--- config.mk ---
export PLATFORM = sky130hd
export DESIGN_NAME = dvs_aer_event_ctrl
export DESIGN_NICKNAME = d
export VERILOG_FILES = /design/src/rtl/dvs_ravens_pkg.sv /design/src/rtl/dvs_us_timebase.sv /design/src/rtl/dvs_aer_event_ctrl.sv
export SDC_FILE = /design/constraint.sdc
export NUM_CORES = 1
export LEC_CHECK = 0
export ABC_CLOCK_PERIOD_IN_PS = 2100
export CAP_MARGIN = 0
export CORE_MARGIN = 10
export CORE_UTILIZATION = 35
export DETAILED_ROUTE_END_ITERATION = 6
export SYNTH_ARGS = -nofsm -noshare
export SYNTH_HDL_FRONTEND = slang
export SYNTH_SLANG_ARGS = --single-unit
--- constraint.sdc ---
create_clock -name clk -period 2.1 [get_ports clk]
set_input_delay 0.21 -clock clk [delete_from_list [all_inputs] [get_ports clk]]
set_output_delay 0.21 -clock clk [all_outputs]
set_load 0.005 [all_outputs]
--- src/rtl/dvs_ravens_pkg.sv ---
// Shared DVS camera constants, the packed event layout and the AER capture FSM states.
package dvs_ravens_pkg;

    // Sensor geometry; any address at or above these is outside the pixel array.
    localparam int DVS_WIDTH_PXLS        = 346;
    localparam int DVS_HEIGHT_PXLS       = 260;
    localparam int DVS_X_ADDR_BITS       = 9;
    localparam int DVS_Y_ADDR_BITS       = 9;

    // Microsecond timebase.
    localparam int TIMESTAMP_US_BITS     = 48;
    localparam int CLK_PERIOD_US_DIVISOR = 1000;

    // Packed event word {x, y, pol, ts}, MSB first.
    localparam int EVENT_BITS = DVS_X_ADDR_BITS + DVS_Y_ADDR_BITS + 1 + TIMESTAMP_US_BITS;

    typedef struct packed {
        logic [DVS_X_ADDR_BITS-1:0]   x;
        logic [DVS_Y_ADDR_BITS-1:0]   y;
        logic                         pol;
        logic [TIMESTAMP_US_BITS-1:0] ts;
    } dvs_event_t;

    // Whether a valid row (y + timestamp) is currently latched.
    typedef enum logic {
        NO_ROW    = 1'b0,
        ROW_VALID = 1'b1
    } aer_state_t;

endpackage : dvs_ravens_pkg

--- src/rtl/dvs_us_timebase.sv ---
// Free-running microsecond timestamp: a clock prescaler feeding a wide us counter.
module dvs_us_timebase
    import dvs_ravens_pkg::*;
#(
    parameter int US_DIV = CLK_PERIOD_US_DIVISOR
) (
    input  logic                         clk,
    input  logic                         rst_n,
    input  logic                         ts_clear,
    output logic [TIMESTAMP_US_BITS-1:0] ts_us
);

    localparam int PW = (US_DIV > 1) ? $clog2(US_DIV) : 1;
    localparam int TW = TIMESTAMP_US_BITS;

    logic [PW-1:0] presc;
    logic          tick;

    // One tick per microsecond, on the last prescaler count.
    assign tick = (presc == PW'(US_DIV - 1));

    // Prescaler and timestamp; a clear wins over a coincident tick.
    // NOTE: sequential state uses non-blocking assignments so every register
    // samples pre-edge values, independent of block ordering.
    always_ff @(posedge clk or negedge rst_n) begin
        if (!rst_n) begin
            presc <= '0;
            ts_us <= '0;
        end else if (ts_clear) begin
            presc <= '0;
            ts_us <= '0;
        end else if (tick) begin
            presc <= '0;
            ts_us <= ts_us + TW'(1);
        end else begin
            presc <= presc + PW'(1);
        end
    end

endmodule : dvs_us_timebase

--- src/rtl/dvs_aer_event_ctrl.sv ---
// AER word capture: pairs row (y) and column (x, pol) words into timestamped events
// behind a one-deep, full-throughput output register.
module dvs_aer_event_ctrl
    import dvs_ravens_pkg::*;
#(
    parameter int X_BITS = DVS_X_ADDR_BITS,
    parameter int Y_BITS = DVS_Y_ADDR_BITS,
    parameter int US_DIV = CLK_PERIOD_US_DIVISOR,
    localparam int A_BITS  = (X_BITS > Y_BITS) ? X_BITS : Y_BITS,
    localparam int EV_BITS = X_BITS + Y_BITS + 1 + TIMESTAMP_US_BITS
) (
    input  logic               clk,
    input  logic               rst_n,
    input  logic               en,
    input  logic               ts_clear,
    input  logic               aer_valid,
    output logic               aer_ready,
    input  logic               aer_is_row,
    input  logic [A_BITS-1:0]  aer_addr,
    input  logic               aer_pol,
    output logic               ev_valid,
    input  logic               ev_ready,
    output logic [EV_BITS-1:0] ev_data,
    output logic [15:0]        drop_cnt
);

    logic [TIMESTAMP_US_BITS-1:0] ts_us;
    logic [TIMESTAMP_US_BITS-1:0] ts_lat;
    logic [Y_BITS-1:0]            y_lat;
    aer_state_t                   state;
    aer_state_t                   state_nxt;
    logic [31:0]                  addr_ext;
    logic                         row_in_range;
    logic                         col_in_range;
    logic                         accept;
    logic                         row_load;
    logic                         ev_load;
    logic                         drop_inc;

    dvs_us_timebase #(
        .US_DIV (US_DIV)
    ) u_timebase (
        .clk      (clk),
        .rst_n    (rst_n),
        .ts_clear (ts_clear),
        .ts_us    (ts_us)
    );

    assign addr_ext     = 32'(aer_addr);
    assign row_in_range = (addr_ext < 32'(DVS_HEIGHT_PXLS));
    assign col_in_range = (addr_ext < 32'(DVS_WIDTH_PXLS));

    // Back-pressure, word decode and next-state; only column words can stall.
    // NOTE: every output gets a default first so no path leaves one unassigned
    // and no latch is inferred.
    always_comb begin
        aer_ready = !(en && !aer_is_row && ev_valid && !ev_ready);
        accept    = aer_valid && aer_ready;
        state_nxt = state;
        row_load  = 1'b0;
        ev_load   = 1'b0;
        drop_inc  = 1'b0;
        if (!en) begin
            state_nxt = NO_ROW;
        end else if (accept) begin
            if (aer_is_row) begin
                if (row_in_range) begin
                    row_load  = 1'b1;
                    state_nxt = ROW_VALID;
                end else begin
                    state_nxt = NO_ROW;
                end
            end else if ((state == ROW_VALID) && col_in_range) begin
                ev_load = 1'b1;
            end else begin
                drop_inc = 1'b1;
            end
        end
    end

    // FSM state register.
    always_ff @(posedge clk or negedge rst_n) begin
        if (!rst_n) state <= NO_ROW;
        else        state <= state_nxt;
    end

    // Row latch: y and the timestamp current when the row word was accepted.
    always_ff @(posedge clk or negedge rst_n) begin
        if (!rst_n) begin
            y_lat  <= '0;
            ts_lat <= '0;
        end else if (row_load) begin
            y_lat  <= aer_addr[Y_BITS-1:0];
            ts_lat <= ts_us;
        end
    end

    // One-deep output register; a load may coincide with the draining handshake.
    always_ff @(posedge clk or negedge rst_n) begin
        if (!rst_n) begin
            ev_valid <= 1'b0;
            ev_data  <= '0;
        end else if (ev_load) begin
            ev_valid <= 1'b1;
            ev_data  <= {aer_addr[X_BITS-1:0], y_lat, aer_pol, ts_lat};
        end else if (ev_ready) begin
            ev_valid <= 1'b0;
        end
    end

    // Saturating count of discarded column words.
    always_ff @(posedge clk or negedge rst_n) begin
        if (!rst_n)                             drop_cnt <= '0;
        else if (drop_inc && drop_cnt != 16'hFFFF) drop_cnt <= drop_cnt + 16'd1;
    end

endmodule : dvs_aer_event_ctrl
## Word-level counts from Yosys, hierarchy flattened

Index checks and enable logic that the tools add are counted.

- Memory bits (writable): 0
- Output and inout port bits: 85
- Latch bits: 0
- Flip-flop bits (word level): 200
- Logic and storage cells: 50
- ROM bits: 0
- Memories kept: 0

- Divide/modulo/power cells: 0
- Reduce and logical (&&, ||, !) cells: 12
- Add/sub/neg operators: 3
- Magnitude comparators: 2
- Equal/unequal tests: 4
- Multipliers: 0
- Bitwise logic cells: 0
- Multiplexer cells: 21
- Shifts and indexed selects: 0

Operators by type and width:

| operator | number |
|---|---|
| $mux W48 | 2 |
| $add A48 B1 Y48 const B | 1 |
| $mux W10 | 2 |
| $lt A9 B9 Y1 const B | 2 |
| $mux W1 | 17 |
| $add A16 B1 Y16 const B | 1 |
| $ne A16 B16 Y1 const B | 1 |
| $add A10 B1 Y10 const B | 1 |
| $eq A10 B10 Y1 const B | 1 |
| $logic_and A1 B1 Y1 | 6 |
| $ne A2 B1 Y1 const B | 2 |
| $reduce_bool A2 Y1 | 2 |
| $logic_not A1 Y1 | 3 |
| $reduce_and A2 Y1 | 1 |

## Longest topological paths before layout

Gate-level depths: netlist (run 1).

- Depth after elaboration: 9
- Gate-level depth with buffers: 8

## Modules after synthesis

Synthesis (run 1) repeated with hierarchy kept, for this count alone.

- Cell total of the unflattened synthesis: 678
- Area, all modules: 8619.5 um^2

Modules (own cells, without submodules):

| module | sequential area each (um^2) | cells each | area an instance (um^2) | instances |
|---|---|---|---|---|
| dvs_aer_event_ctrl | 3553.4 | 362 | 5674.2 | 1 |
| dvs_us_timebase | 1451.4 | 316 | 2945.3 | 1 |

## Worst setup path before layout (run 1)

No wires, ideal clock.

- Path kind: reg2reg
- Start point: register u_timebase.presc[0]
- End point: register u_timebase.ts_us[18]
- Path slack: 199 ps
- Arrival time: 1769 ps
- Path buffers: 0
- Cell stages (with the launch flop): 7
- Setup time: 132 ps
- Cells stage by stage: dfrtp_1 ha_1 nand4_1 or4_4 nor4_1 xnor2_1 nor2_1

- Longest elaborated chain between the ends: 2

Ends and longest elaborated chain:

| item | line | text |
|---|---|---|
| start, declared | dvs_us_timebase.sv:16 | `logic [PW-1:0] presc;` |
| start signal, assigned | dvs_us_timebase.sv:36 | `presc <= presc + PW'(1);` |
| $eq A10 B10 Y1 | dvs_us_timebase.sv:20 | `assign tick = (presc == PW'(US_DIV - 1));` |
| $reduce_bool A2 Y1 (no line) | - |  |
| end signal, assigned | dvs_us_timebase.sv:34 | `ts_us <= ts_us + TW'(1);` |
| end, declared | dvs_us_timebase.sv:10 | `output logic [TIMESTAMP_US_BITS-1:0] ts_us` |

Every way passes these cells.
A chain may end at the register's enable or synchronous reset.

## Worst setup path in the final report (run 1)

- Start point: register u_timebase.presc[0]
- End point: register u_timebase.ts_us[23]

Same word-level chain as after synthesis.

==> metrics.md, run 1 <==
| Metric | Value |
|---|---|
| CTS HTree Levels | `4` |
| Die Y | `roughly 180 um` |
| EDFF count, synth | `0` |
| Clk root buf | `clkbuf_16` |
| CTS sink cnt | `200` |
| Crit Path Max Fanout | `5` |
| R2r endpoint | `u_timebase.ts_us[23]` |
| Main flop type after synthesis | `dfrtp_1` |
| DR DRC count | `0` |
| Post-synthesis compound-gate area fraction | `2.99%` |
| Register area share after synthesis | `between 50% and 60%` |
| Reg2reg setup slack | `~0.11 ns` |
| DRT iter0 DRCs | `roughly 410` |
| # rows | `57` |
| Final-report setup violation count | `0` |
| Synth Instances | `688` |
| Syn Nets | `between 700 and 800` |
| LEAKAGE | `a little over 5 nW` |
| Syn_area_per_cell | `12.7 um2` |
| Largest net degree at the start of global routing | `63` |
| Synth area leader | `dfrtp_1` |
| CP endpoint kind | `register` |
| Crit path launch type | `register` |
| Rel. slew slack | `approximately 65%` |
| Fin util | `between 40 and 50%` |
| CTS tree | `done` |
| Reg2Reg Depth | `6` |
| Pre-antenna DRT Iters | `4` |
| Tmin final | `1.99 ns` |
| Worst Skew | `0.0144 ns` |
| Max Slew Vio Count | `0` |
| Worst hold path class | `in2async` |
| Share of post-route cells with drive strength above 1 | `30.7%` |
| Crit. Startpoint | `u_timebase.presc[0]` |
| Mux contribution to synthesized area | `roughly 17%` |
| Yosys top cell area share | `a little under three fifths` |
| Synth Area in Simple Gates | `15.5%` |
| Total grt overflow | `0` |
| Reg-to-Reg Start | `u_timebase.presc[0]` |
| Fin. Hold Viols | `0` |
| Largest family of logic cells by synthesized area | `multiplexers` |
| Via density | `around 4.9` |
| Worst-Margin Slew | `0.532 ns` |
| Most common cell after layout, fill and taps aside | `dfrtp_1` |
| Drt wl/cell | `around 16 um` |
| Growth of design area from synthesis to finish | `29.8%` |
| Fin crit share | `between 90% and 100%` |
| Routed vias | `5912` |
| Status | `completed` |
| Critical path class | `reg2reg` |
| Core box area | `~24000 um2` |
| Setup ws final | `roughly 0.11 ns` |
| Max Clk Rate | `approximately 0.5 GHz` |
| Most frequent cells in the layout | `dfrtp_1, mux2_2, clkdlybuf4s50_1` |
| Cell area after synthesis | `8750 um2` |
| Worst setup endpoint | `u_timebase.ts_us[23]` |
| MaxCap Viol Count | `0` |
| Global-route wire length before repair | `about 33000 um` |
| IO Port Bufs | `101` |
| Clk Latency, worst-skew pair | `~0.44 ns` |
| DP Worst Slack | `-0.200 ns` |
| Ant. Diodes | `0` |
| Hold WS | `about 0.34 ns` |
| Arr. time, crit path | `around 2.3 ns` |
| Cts bufs inserted | `17` |
| Most area-consuming cells after synthesis | `dfrtp_1, mux2_2, mux2_4` |
| DP HPWL | `around 14000 um` |
| Die Width | `~180 um` |
| Clk pin slew, worst setup/hold paths | `around 0.080 ns` |
| Initial Util | `between 30 and 40%` |
| Pwr dens | `717 nW/um2` |
| Total of warnings raised by yosys | `0` |
| Number of global-route vias before repair | `between 6k and 7k` |
| Placer Congestion | `around 0.84` |
| RSZ-0062 raised after global routing | `true` |
| Adder-cell share of the synthesized area | `less than 1%` |
| VDD IR-drop max | `0.000715 V` |
| Total power draw | `8.15 mW` |
| Final wirelength | `~20000 um` |
| Total track usage | `12.7%` |
| Data required, critical path | `between 2 and 2.5 ns` |
| Clock Path Buffers | `2` |
| Initial antenna violation count | `0` |
| Asr flop ratio synth | `100%` |
| XOR/XNOR Fraction of Synth Area | `~5.0%` |
| Final ANT Viol Nets | `0` |
| Yosys cell types | `56` |
| Setup TNS | `0 ns` |
| Top Ports | `about 100` |
| Seq cells post-synth | `200` |
| Nets@finish | `878` |
| Die area | `31700 um2` |
## power by group
group          leakage (nW)  internal, mW  switching, mW
registers              2.75          4.01          0.133
logic                  2.11         0.422          0.271
clock network         0.292          1.71           1.61
total                  5.15          6.14           2.01
## registers in the layout, indices dropped and copies added, names as in the netlist
name / count
drop_cnt: 16
ev_data: 67
ev_valid: 1
state: 1
ts_lat: 48
u_timebase.presc: 10
u_timebase.ts_us: 48
y_lat: 9
## routing by layer
layer | share of wire (%) | vias up | global-route usage [%]
met5 | 0 | - | 0
met1 | 48 | 2950 | 17.2
li1 | - | 2832 | -
met2 | 46 | 109 | 19.9
met4 | 1.2 | 0 | 3.61
met3 | 4.5 | 21 | 2.92
## cell families after synthesis
logic type               count (synthesis)
adder cells (fa/ha/maj)                  3
XOR/XNOR                                50
flip-flops                             200
buffers and inverters                   30
AO/OA/AOI/OAI                           44
AND/OR/NAND/NOR                        235
multiplexers                           126
## how the worst min path moves through the flow
stage	to	slack, ns	cells after the start
2_1_floorplan	drop_cnt[0]	-0.09	0
3_3_place_gp	ev_data[58]	0.25	1
3_5_place_dp	ev_data[56]	0.25	1
4_1_cts	y_lat[7]	0.34	2
5_1_grt	u_timebase.ts_us[14]	0.39	2
6_report	y_lat[7]	0.34	2
## through the flow
step | std cells | cell area (um2)
2_1_floorplan | 688 | 8750
3_3_place_gp | 1157 | 10700
3_5_place_dp | 1157 | 10700
4_1_cts | 1190 | 11300
5_1_grt | 1195 | 11400
6_report | 1195 | 11400
## layout make-up
| cell class | instances | area (um2) |
|---|---|---|
| clock inverters | 15 | 176 |
| inverters | 2 | 7.51 |
| fillers | 2206 | 13100 |
| clock buffers | 17 | 425 |
| well taps | 324 | 405 |
| repair buffers | 179 | 1690 |
| multi-input cells | 458 | 3650 |
| flip-flops and latches | 200 | 5000 |
## timing repair
| item | 4_1_cts | 5_1_grt |
|---|---|---|
| resized for setup | 0 | 12 |
| setup buffers | 0 | 5 |
| hold endpoints to repair | 56 | 0 |
| hold buffers | 1 | 0 |
| setup endpoints to repair | 0 | 20 |
## cell usage after synthesis (3+ instances only)
library cell	n
nor2b_1	4
and3_1	10
or2_2	4
clkbuf_1	7
buf_6	4
xor2_1	32
nand4_1	26
ha_1	3
nor3_1	11
dfrtp_1	200
nand2_1	35
nor4_1	19
buf_2	13
a21oi_1	16
xnor2_1	18
nor2_1	47
or3_1	12
or4_1	4
and4_1	7
mux2_4	19
nand3_1	28
mux2_2	107
nand2b_1	4
buf_1	3
and2_1	3
o21ai_0	13
o211ai_1	3
## critical path, cell delays in order, from the launching register on
cell     delay [ns]
dfrtp_1        0.37
ha_1           0.17
nand4_1        0.17
or4_4          0.59
nor4_1         0.36
xnor2_1        0.16
nor2_1         0.05
Power figures use the tool's default switching activity.
==> inputs of run 2 (changes only) <==
--- a/config.mk
+++ b/config.mk
@@ -6,7 +6,6 @@
 export NUM_CORES = 1
 export LEC_CHECK = 0
 export ABC_CLOCK_PERIOD_IN_PS = 2100
-export CAP_MARGIN = 0
 export CORE_MARGIN = 10
 export CORE_UTILIZATION = 35
 export DETAILED_ROUTE_END_ITERATION = 6
==> results of run 2 <==
The final DEF is identical to that of run 1; final timing and power are the same.
==> inputs of run 3 (changes only) <==
--- a/config.mk
+++ b/config.mk
@@ -7,7 +7,7 @@
 export LEC_CHECK = 0
 export ABC_CLOCK_PERIOD_IN_PS = 2100
 export CORE_MARGIN = 10
-export CORE_UTILIZATION = 35
+export CORE_UTILIZATION = 40
 export DETAILED_ROUTE_END_ITERATION = 6
 export SYNTH_ARGS = -nofsm -noshare
 export SYNTH_HDL_FRONTEND = slang
==> metrics.md, run 3 (synthesis results as in run 1) <==
| Metric | Value |
|---|---|
| Status | `completed` |
| Clk Latency, worst-skew pair | `0.44 ns (about the same)` |
| Reg power frac | `51.5% (+0.7 points)` |
| Pre-antenna DRT Iters | `4 (unchanged)` |
| Sw Ratio | `23.9% (-0.77 points)` |
| Core box area | `21700 um2 (-11%)` |
| Clk pin slew, worst setup/hold paths | `0.07 ns (about the same)` |
| IO Port Bufs | `101 (unchanged)` |
| Drt wl/cell | `17.1 um (+3.8%)` |
| Top Ports | `102 (unchanged)` |
| Ant. Diodes | `0 (unchanged)` |
| Data required, critical path | `2.41 ns (about the same)` |
| Fin crit share | `96.1% (+1.2 points)` |
| Reg with most FFs | `ev_data` |
| CTS HTree Levels | `4 (unchanged)` |
| Cell breakdown of the critical path | `nand4_1 -> buf_4 -> or4_1 -> nor4_2 -> xnor2_1 -> nor2_1` |
| Most common cell after layout, fill and taps aside | `dfrtp_1` |
| FILL cells | `1863 (-16%)` |
| Clock Path Buffers | `2 (unchanged)` |
| Growth of design area from synthesis to finish | `28.3%` |
| Slowest cell on crit path | `or4_1` |
| Initial Util | `40.4% (+4.6 points)` |
| Clk root buf | `clkbuf_16` |
| Placer Congestion | `0.837 (+0.14%)` |
| Worst hold path class | `in2async` |
| Biggest regs | `ev_data x67, ts_lat x48, u_timebase.ts_us x48` |
| Cts bufs inserted | `17 (unchanged)` |
| Rel. slew slack | `68.8% (+4.2 points)` |
| Tmin final | `2.02 ns (+0.0259 ns)` |
| Worst-Margin Slew | `0.468 ns (-0.0634 ns)` |
| Die Y | `168 um (-5.7%)` |
| Via density | `5.26 (+6.4%)` |
| Multi-input logic area | `3630 um2 (-0.55%)` |
| DRT iter0 DRCs | `437 (+6.8%)` |
| Global-route wire length before repair | `32600 um (+0.42%)` |
| Final ANT Viol Nets | `0 (unchanged)` |
| Die Width | `168 um (-5.7%)` |
| Routed vias | `6026 (+1.9%)` |
| RSZ-0062 raised after global routing | `true` |
| DP HPWL | `14200 um (+2.2%)` |
| Pwr dens | `718 nW/um2 (+0.11%)` |
| Total track usage | `13.8% (+1.1 points)` |
| Worst Skew | `0.0123 ns (-0.00208 ns)` |
| Final-report setup violation count | `0 (unchanged)` |
| Clock power frac | `39.9% (-0.8 points)` |
| Max reg flops | `67 (unchanged)` |
| Max Clk Rate | `0.495 GHz (-1.3%)` |
| MaxCap Viol Count | `0 (unchanged)` |
| Final instance area | `11200 um2 (-1.2%)` |
| Critical path class | `reg2reg` |
| Sequential Area | `5000 um2 (unchanged)` |
| CP max stage delay | `0.59 ns (about the same)` |
| Crit Path Max Fanout | `5 (unchanged)` |
| Total power draw | `8.06 mW (-1.1%)` |
| Hold WS | `0.306 ns (-0.0311 ns)` |
| Largest net degree at the start of global routing | `55 (-13%)` |
| Max Slew Vio Count | `0 (unchanged)` |
| Most frequent cells in the layout | `dfrtp_1, mux2_2, clkdlybuf4s50_1` |
| Total grt overflow | `0 (unchanged)` |
| Crit path launch type | `register` |
| Share of post-route cells with drive strength above 1 | `29.7% (-0.94 points)` |
| Nets@finish | `873 (-0.57%)` |
| Switching pwr | `1.93 mW (-4.2%)` |
| Fin. Hold Viols | `0 (unchanged)` |
| Setup TNS | `0 ns (unchanged)` |
| Arr. time, crit path | `2.32 ns (about the same)` |
| CTS tree | `done` |
| LEAKAGE | `5.12 nW (-0.56%)` |
| VDD IR-drop max | `0.000541 V (-24%)` |
| Initial antenna violation count | `0 (unchanged)` |
| Placed instance area | `10600 um2 (-0.73%)` |
| Comb power frac | `8.7% (+0.2 points)` |
| # rows | `54 (-5.3%)` |
| DR DRC count | `0 (unchanged)` |
| Final wirelength | `19600 um (-0.51%)` |
| Internal | `6.13 mW (about the same)` |
| Die area | `28200 um2 (-11%)` |
| Fin util | `51.8% (+5.3 points)` |
| CTS sink cnt | `200 (unchanged)` |
| Number of global-route vias before repair | `6256 (+2.2%)` |
| CP endpoint kind | `register` |
run 3: cell types whose count changed in the layout (fill, tap and decap cells not counted), moves of 2 or more:
| cell | delta |
|---|---|
| clkinv_8 | -2 |
| buf_4 | -5 |
| nor4_1 | +3 |
| nor4_2 | -4 |
| clkinvlp_4 | +3 |
run 3: final cells by class:
type	instances	share of cell area (%)
clock buffers	18	3.91
clock inverters	13	1.23
inverters	2	0.0669
multi-input cells	458	32.4
flip-flops and latches	200	44.6
well taps	280	3.12
repair buffers	174	14.7
run 3: worst paths after layout:
check | slack [ns] | endpoint | cells after the start | start
max in group asynchronous | 1.17 | u_timebase.ts_us[11] | 3 | rst_n
setup / recovery | 0.08 | u_timebase.ts_us[25] | 6 | u_timebase.ts_us[6]
setup reg to reg | 0.08 | u_timebase.ts_us[25] | 6 | u_timebase.ts_us[6]
min in group clk | 0.39 | state | 3 | en
hold / removal | 0.31 | ev_data[55] | 2 | rst_n
hold reg to reg | 0.47 | u_timebase.presc[0] | 1 | u_timebase.presc[0]
run 3: metrics by stage:
stage	worst slack (ns)	std cells
after floorplan	0.199	688
after global placement	-0.241	1110
after detailed placement	-0.279	1110
after CTS	0.00300	1142
after global routing	-0.0283	1145
final	0.0816	1145
run 3: critical path: cells and delay by family, from the launching register on:
family / cells / cell delay (ns)
buffers and inverters: 1 / 0.18
XOR/XNOR: 1 / 0.17
AND/OR/NAND/NOR: 4 / 1.12
flip-flops: 1 / 0.43
run 3: what timing repair did:
item | in CTS | in global routing
endpoints found under the setup margin | 0 | 18
resized for setup | 0 | 8
buffers inserted | 0 | 3
hold buffers | 1 | 0
hold endpoints to repair | 48 | 0
run 3: metal layers:
layer / vias to the layer above / track usage, % / share of wire, %
met2: 135 / 21.9 / 48
li1: 2817 / - / -
met1: 3053 / 18.0 / 46
met4: 0 / 4.01 / 1.0
met3: 21 / 3.89 / 5.4
met5: - / 0 / 0
run 3: power groups by stage:
| stage | clock (mW) | sequential (mW) | combinational [mW] |
|---|---|---|---|
| floorplan | 0 | 4.20 | 0.243 |
| global placement | 0 | 4.21 | 0.698 |
| detailed placement | 0 | 4.22 | 0.715 |
| CTS | 3.29 | 4.15 | 0.721 |
| global route | 3.46 | 4.17 | 0.771 |
| finish | 3.21 | 4.15 | 0.701 |
==> variant: new RTL, config.mk and constraints of run 3 <==
The package constant `CLK_PERIOD_US_DIVISOR` goes from 1000 to 500.
--- a/src/rtl/dvs_ravens_pkg.sv
+++ b/src/rtl/dvs_ravens_pkg.sv
@@ -9,7 +9,7 @@
 
     // Microsecond timebase.
     localparam int TIMESTAMP_US_BITS     = 48;
-    localparam int CLK_PERIOD_US_DIVISOR = 1000;
+    localparam int CLK_PERIOD_US_DIVISOR = 500;
 
     // Packed event word {x, y, pol, ts}, MSB first.
     localparam int EVENT_BITS = DVS_X_ADDR_BITS + DVS_Y_ADDR_BITS + 1 + TIMESTAMP_US_BITS;
Formal check against the unedited RTL: no difference found for any inputs over 4 cycles, from zero or initial values and one cycle with rst_n low; that may be too few to reach the edited logic, so the function may still have changed.
==> variant against run 3 <==
- the flow now finishes with violations (setup timing)
- cell area grew 0.38%
- sequential cell count shrank 1
- clock power grew 2%
- worst setup slack lost 0.16 ns
- combinational power shrank 5.3%
- total power shrank 0.24%
- non-clock buffer count grew 31
- maximum frequency shrank 7.3%
- routed wire length shrank 0.83%
- core utilization grew 2.0 points
- synthesized area shrank 3.2%
- largest power group unchanged
- highest routed layer unchanged
==> variant: results (changes against run 3) <==
[run_status]
status = finished with violations  ; was completed
violations = setup timing

[global_routing]
grt_first_pass_wirelength_um = 31700  ; was 32600 um
grt_use_met1_pct = 17.9  ; was 18.0%
grt_pass1_vias = 6379  ; was 6256

[sta]
setup_ws_ns = -0.0776  ; was 0.0816 ns
setup_viol = 2  ; was 0
timing.hold.ws_ns = 0.315  ; was 0.306 ns
maxSlewHeadroom_pct = 63.4  ; was 68.8%

[detailed_routing]
route.met3.wl_um = 1110  ; was 1050 um
num_vias = 6061  ; was 6026
wl_met1_um = 8610  ; was 8920 um
drt_iter0_markers = 379  ; was 437
vias_per_cell = 5.15  ; was 5.26
route.met2.wl_um = 9480  ; was 9410 um

[power_and_ir_drop]
swShare_pct = 23.2  ; was 23.9%
max-vdd-ir-drop_mv = 0.548  ; was 0.541 mV
power.share.sequential_pct = 51.1  ; was 51.5%
total_power_mw = 8.04  ; was 8.06 mW
power_clock_mw = 3.27  ; was 3.21 mW

[setup_path]
critical-path-slowest-cell = or4_4  ; was or4_1
cp.arrival_ns = 2.53  ; was 2.32 ns
timing.rr.end = u_timebase.ts_us[42]  ; was u_timebase.ts_us[25]
rr_startpoint = u_timebase.presc[0]  ; was u_timebase.ts_us[6]

[placement]
dp.cells = 1133  ; was 1110
place_hpwl_um = 14000  ; was 14200 um
pre_cts_ws_ns = -0.214  ; was -0.279 ns
gp_routability_congestion = 0.832  ; was 0.837

[cells_and_area]
nets = 910  ; was 873
nFillCells = 1833  ; was 1863
drive_above_1_share_pct = 30.9  ; was 29.7%

[clock_network]
cts_resized = 5  ; was 0
postCtsSetupRepairBufs = 1  ; was 0

[synthesis]
netlist_top_cells_area = dfrtp_1 59%, mux2_2 16%, xnor2_1 3.9%  ; was dfrtp_1 57%, mux2_2 14%, mux2_4 3.3%
synthCells = 696  ; was 688

[variant: cell types whose count changed in the layout (fill, tap and decap cells not counted), sizes merged, moves of 9 or more]
cell,change
xor2,-24
inv,+11
buf,+31
xnor2,+20
o21ai,+9
[variant: layout make-up]
type                    instances  area, um2  share of cell area [%]
clock buffers                  18        429                    3.81
clock inverters                14        161                    1.43
multi-input cells             456       3450                    30.6
well taps                     275        344                    3.05
flip-flops and latches        199       4980                    44.2
inverters                      11       41.3                   0.366
repair buffers                205       1860                    16.5
[variant: cells by family (layout without fill, tap and decap cells)]
family	count (synthesis)	count (layout)	synth area share [%]
compound gates	57	57	3.74
flops	199	199	58.8
xor+xnor	46	46	4.75
fa+ha+maj	3	3	0.443
simple gates	232	232	14.8
buf+inv	41	248	1.85
mux	118	118	15.7
[variant: through the flow]
stage	TNS, ns	util (%)
2_1_floorplan	-0.498	-
3_3_place_gp	-12.55	50.0
3_5_place_dp	-12.78	50.0
4_1_cts	-0.0668	53.0
5_1_grt	-0.437	53.8
6_report	-0.103	53.8
